**config.mk**
```make
export PLATFORM = sky130hd
export DESIGN_NAME = bit_serial_add_ctrl
export DESIGN_NICKNAME = d
export VERILOG_FILES = /design/src/rtl/bit_serial_add_ctrl.sv
export SDC_FILE = /design/constraint.sdc
export NUM_CORES = 1
export LEC_CHECK = 0
export CORE_MARGIN = 3
export CORE_UTILIZATION = 25
export CTS_CLUSTER_SIZE = 12
export DETAILED_ROUTE_END_ITERATION = 8
export SYNTH_ARGS = -nofsm -noshare
export SYNTH_HDL_FRONTEND = slang
export SYNTH_HIERARCHICAL = 1
export SYNTH_SLANG_ARGS = --single-unit
```
**constraint.sdc**
```tcl
create_clock -name clk -period 3.15 [get_ports clk]
set_input_delay 0.7875 -clock clk [delete_from_list [all_inputs] [get_ports clk]]
set_output_delay 0.7875 -clock clk [all_outputs]
set_load 0.05 [all_outputs]
```
**src/rtl/bit_serial_add_ctrl.sv**
```systemverilog
`timescale 1ns/1ps
// bit_serial_add_ctrl: adds two WIDTH-bit operands LSB first through one
// shared single-bit full-adder cell, with valid/ready handshakes on the
// operand side and the result side.
// Optional macro BIT_SERIAL_SUB_EN adds a 'sub' input that turns the
// operation into A - B (C_out = 1 means no borrow).

// Single-bit full-adder cell that is time-shared across all bit positions.
module bit_serial_fa (
    input  logic a,
    input  logic b,
    input  logic c,
    output logic s,
    output logic co
);
    assign s  = a ^ b ^ c;
    assign co = (a & b) | (c & (a ^ b));
endmodule

module bit_serial_add_ctrl #(
    parameter int WIDTH = 16
) (
    input  logic             clk,
    input  logic             rst_n,
    input  logic             in_valid,
    output logic             in_ready,
    input  logic [WIDTH-1:0] A,
    input  logic [WIDTH-1:0] B,
    input  logic             C_in,
`ifdef BIT_SERIAL_SUB_EN
    input  logic             sub,
`endif
    output logic             out_valid,
    input  logic             out_ready,
    output logic [WIDTH-1:0] S,
    output logic             C_out,
    output logic             busy
);
    localparam int CW = $clog2(WIDTH);
    localparam logic [CW-1:0] CNT_LAST = CW'(WIDTH - 1);

    typedef enum logic [1:0] {
        ST_IDLE = 2'd0,
        ST_RUN  = 2'd1,
        ST_DONE = 2'd2
    } state_t;

    state_t           r_state;
    logic [WIDTH-1:0] r_a;
    logic [WIDTH-1:0] r_b;
    logic [WIDTH-1:0] r_res;
    logic [WIDTH-1:0] r_s;
    logic             r_carry;
    logic             r_cout;
    logic [CW-1:0]    r_cnt;
    logic             r_in_ready;
    logic             r_out_valid;
    logic             r_busy;

    logic [WIDTH-1:0] w_b_load;
    logic             w_c_load;
    logic             w_fa_s;
    logic             w_fa_co;

    // Operand B and the initial carry as captured on the accepting edge;
    // subtraction is A + ~B + 1.
`ifdef BIT_SERIAL_SUB_EN
    assign w_b_load = sub ? ~B : B;
    assign w_c_load = sub ? 1'b1 : C_in;
`else
    assign w_b_load = B;
    assign w_c_load = C_in;
`endif

    bit_serial_fa u_fa (
        .a  (r_a[0]),
        .b  (r_b[0]),
        .c  (r_carry),
        .s  (w_fa_s),
        .co (w_fa_co)
    );

    // Control FSM plus datapath registers; all outputs are registered so
    // there is no combinational path from in_valid or out_ready.
    always_ff @(posedge clk) begin
        if (!rst_n) begin
            r_state     <= ST_IDLE;
            r_a         <= '0;
            r_b         <= '0;
            r_res       <= '0;
            r_s         <= '0;
            r_carry     <= 1'b0;
            r_cout      <= 1'b0;
            r_cnt       <= '0;
            r_in_ready  <= 1'b1;
            r_out_valid <= 1'b0;
            r_busy      <= 1'b0;
        end else begin
            case (r_state)
                ST_IDLE: begin
                    if (in_valid && r_in_ready) begin
                        r_a        <= A;
                        r_b        <= w_b_load;
                        r_carry    <= w_c_load;
                        r_cnt      <= '0;
                        r_in_ready <= 1'b0;
                        r_busy     <= 1'b1;
                        r_state    <= ST_RUN;
                    end
                end
                ST_RUN: begin
                    r_a     <= {1'b0, r_a[WIDTH-1:1]};
                    r_b     <= {1'b0, r_b[WIDTH-1:1]};
                    r_res   <= {w_fa_s, r_res[WIDTH-1:1]};
                    r_carry <= w_fa_co;
                    r_cnt   <= r_cnt + CW'(1);
                    if (r_cnt == CNT_LAST) begin
                        // Publish the finished result; S/C_out then hold it
                        // until the next operation completes.
                        r_s         <= {w_fa_s, r_res[WIDTH-1:1]};
                        r_cout      <= w_fa_co;
                        r_busy      <= 1'b0;
                        r_out_valid <= 1'b1;
                        r_state     <= ST_DONE;
                    end
                end
                ST_DONE: begin
                    if (out_ready) begin
                        r_out_valid <= 1'b0;
                        r_in_ready  <= 1'b1;
                        r_state     <= ST_IDLE;
                    end
                end
                default: begin
                    r_out_valid <= 1'b0;
                    r_busy      <= 1'b0;
                    r_in_ready  <= 1'b1;
                    r_state     <= ST_IDLE;
                end
            endcase
        end
    end

    assign in_ready  = r_in_ready;
    assign out_valid = r_out_valid;
    assign busy      = r_busy;
    assign S         = r_s;
    assign C_out     = r_cout;

endmodule

```
==> qor.txt <==
Max_slew headroom -> 0.628
RSZ-0062 raised after global routing -> false
RR Endpoint -> r_b[12]$_SDFFE_PN0P_
Hold Fails Final Rpt -> 0
Dominant cell by count in the synthesized netlist -> nand2_1
Hold-fix buffer count after cts -> 0
Fin Setup TNS -> 0 ns
Cts repair resizes -> 0
Yosys reg bits -> 74
Mapped Area -> 3120 um^2
Final setup vio count -> 0
Final cell count without fillers -> 583
Number of synthesized flops with an enable pin -> 0
Hold endpoint -> r_res[1]$_SDFFE_PN0P_
CP Launch Point -> in_ready$_SDFFE_PN1P_
Reg2Reg Depth -> 4
CP Launch Type -> flop
Maximum clock path buffer count -> 2
PwrDens -> 594 nW/um^2
Worst skew pair latency -> 0.33 ns
Final Worst Setup Slack -> 0.829 ns
Worst slew pin tran -> 0.558 ns
Maximum vdd drop -> 222 uV
Worst-path cell chain -> clkdlybuf4s50_1
Arrival time at the worst endpoint -> 1.53 ns
Top Family by Delay on Critical Path -> buffers and inverters
Final Skew -> 0.00690 ns
Area Overhead vs Synth -> 30.1%
Vias in the first global route -> 2622
Initial antenna violation count -> 0
Synth top area share -> 0.475
Part of the power in registers -> 0.426
Post-DRT Antenna Nets -> 0
Fin. max-slew vios -> 0
Fmax -> 431 MHz
YS warnings -> 6
Worst Hold Class -> reg2reg
Fin nets -> 450
Most frequent cells after synthesis -> nand2_1 (133), dfxtp_1 (74), a311oi_1 (31), nor3_1 (31), a21oi_1 (21)
Pleak -> 1.39 nW
Combinational Power Share -> 0.114
I/O Pins -> 57
Fin crit period -> 2.32 ns
Clock Tree Root -> clkbuf_16
Yosys cell types -> 29
Slowest-stage cell, CP -> clkdlybuf4s50_1
Sequential area share after synthesis -> 0.475
Residual DRC -> 0
Chip height -> 118 um
Switching Share -> 0.235
Max Cap Viol -> 0
Area post-placement -> 3730 um^2
Post-DP HPWL -> 4700 um
Reg2reg setup slack -> 1.29 ns
Hold path depth -> 2
# diodes -> 0
Worst slack at placement -> 0.771 ns
Post-synth top flop -> dfxtp_1
Filler Cell Count -> 1318
Worst Path Class, Setup -> reg2out
Crit end category -> primary output
First-pass GRT wire length -> 12400 um
Initial Util -> 0.257
Post-CTS Setup Inserts -> 0
H-tree depth -> 3
First DRT Iteration DRCs -> 140
CTS Buf Count -> 9
Syn Area/Cell -> 8.38 um^2
Largest area contributor in the netlist -> dfxtp_1
P_int -> 1.84 mW
Die area -> 13800 um^2
GRT Overall Usage -> 0.109
Largest net degree at the start of global routing -> 50
Worst EP required -> 2.36 ns
CTS tree -> done
Worst-path clk slew -> 0.05 ns
Clk sink count -> 74
Placed cells -> 568
WP buf/inv -> 1
Final WL -> 7290 um
Sw Pwr -> 0.567 mW
FP Rows -> 40
PortBufs -> 56
Gpl congestion -> 0.738
Layout cell share with drive strength beyond 1 -> 0.0602
Core area -> 12100 um^2
Critical path peak fanout -> 5
Hold WS -> 0.459 ns
Vias -> 2644
Die Span X -> 118 um
Total iterations of the first detailed-routing run -> 4
Reg-to-reg startpoint -> r_state[0]$_SDFFE_PN0P_
Post-DR wirelength/cell -> 12.5 um
Fraction of registers with async set/reset -> 0
Crit-path max cell delay -> 0.82 ns
Synth top area cells -> dfxtp_1 (48%), nand2_1 (16%), a311oi_1 (8.7%)
Total grt overflow -> 0
Design area -> 4060 um^2
Mapped Cells -> 372
Hold path start -> r_res[1]$_SDFFE_PN0P_
Synthesized Nets -> 411
Final period util -> 0.737
DR vias/cell -> 4.54
Run status -> finished, final reports clean
Clk pwr share -> 0.460
==> cell families after synthesis <==
group           Yosys count  share of synthesized area
compound gates           66                      0.149
buf+inv                  36                     0.0682
simple gates            177                      0.243
mux                      17                     0.0546
flops                    74                      0.475
fa+ha+maj                 2                     0.0104
==> per-layer routing <==
layer / GRT usage / up-vias / share of wire
met5: 0 / - / 0
met4: 0.0322 / 0 / 0.0082
met3: 0.0375 / 5 / 0.040
met2: 0.172 / 46 / 0.47
met1: 0.141 / 1229 / 0.48
li1: - / 1364 / -
==> metrics by stage <==
step | power [mW] | utilization
floorplan | 1.24 | -
CTS | 2.44 | 0.335
detailed placement | 1.33 | 0.308
finish | 2.41 | 0.335
global placement | 1.32 | 0.308
global route | 2.52 | 0.335
==> flip-flops by register name, summed over array words and instances, names as in the netlist <==
| name | count |
|---|---|
| busy | 1 |
| S | 16 |
| out_valid | 1 |
| C_out | 1 |
| in_ready | 1 |
| r_carry | 1 |
| r_a | 16 |
| r_state | 2 |
| r_res | 15 |
| r_b | 16 |
| r_cnt | 4 |
==> how the worst max path moves through the flow <==
stage / end / slack [ns] / cells after the start
floorplan: r_a[0]$_SDFFE_PN0P_ / 1.54 / 4
global placement: r_b[2]$_SDFFE_PN0P_ / 0.86 / 4
detailed placement: r_b[1]$_SDFFE_PN0P_ / 0.77 / 4
CTS: in_ready / 0.81 / 1
global route: in_ready / 0.76 / 1
finish: in_ready / 0.83 / 1
==> cell type report <==
type | count | area (um^2) | area share
flip-flops and latches | 74 | 1480 | 0.365
multi-input cells | 262 | 1430 | 0.351
repair buffers | 62 | 606 | 0.149
clock buffers | 11 | 253 | 0.0623
well taps | 168 | 210 | 0.0518
clock inverters | 4 | 73.8 | 0.0182
inverters | 2 | 7.51 | 0.00185
==> power by group through the flow <==
stage	registers, mW	clock network [mW]	logic [mW]
finish	1.03	1.11	0.275
global route	1.03	1.18	0.312
CTS	1.03	1.14	0.281
global placement	1.04	0	0.272
floorplan	1.05	0	0.194
detailed placement	1.05	0	0.280
==> placed cells by master (no fill, tap or decap), drive strengths merged, types with 2 or more instances in the layout <==
master / n
nand2: 133
dfxtp: 74
clkdlybuf4s50: 56
nor3: 31
a311oi: 31
a21oi: 21
mux2i: 17
clkbuf: 11
buf: 6
o21ai: 5
o21a: 4
nand3: 3
nor2: 3
nor3b: 2
o22ai: 2
a31oi: 2
bufinv: 2
clkinv: 2
inv: 2
No activity file was read; power rests on OpenSTA's default activity.
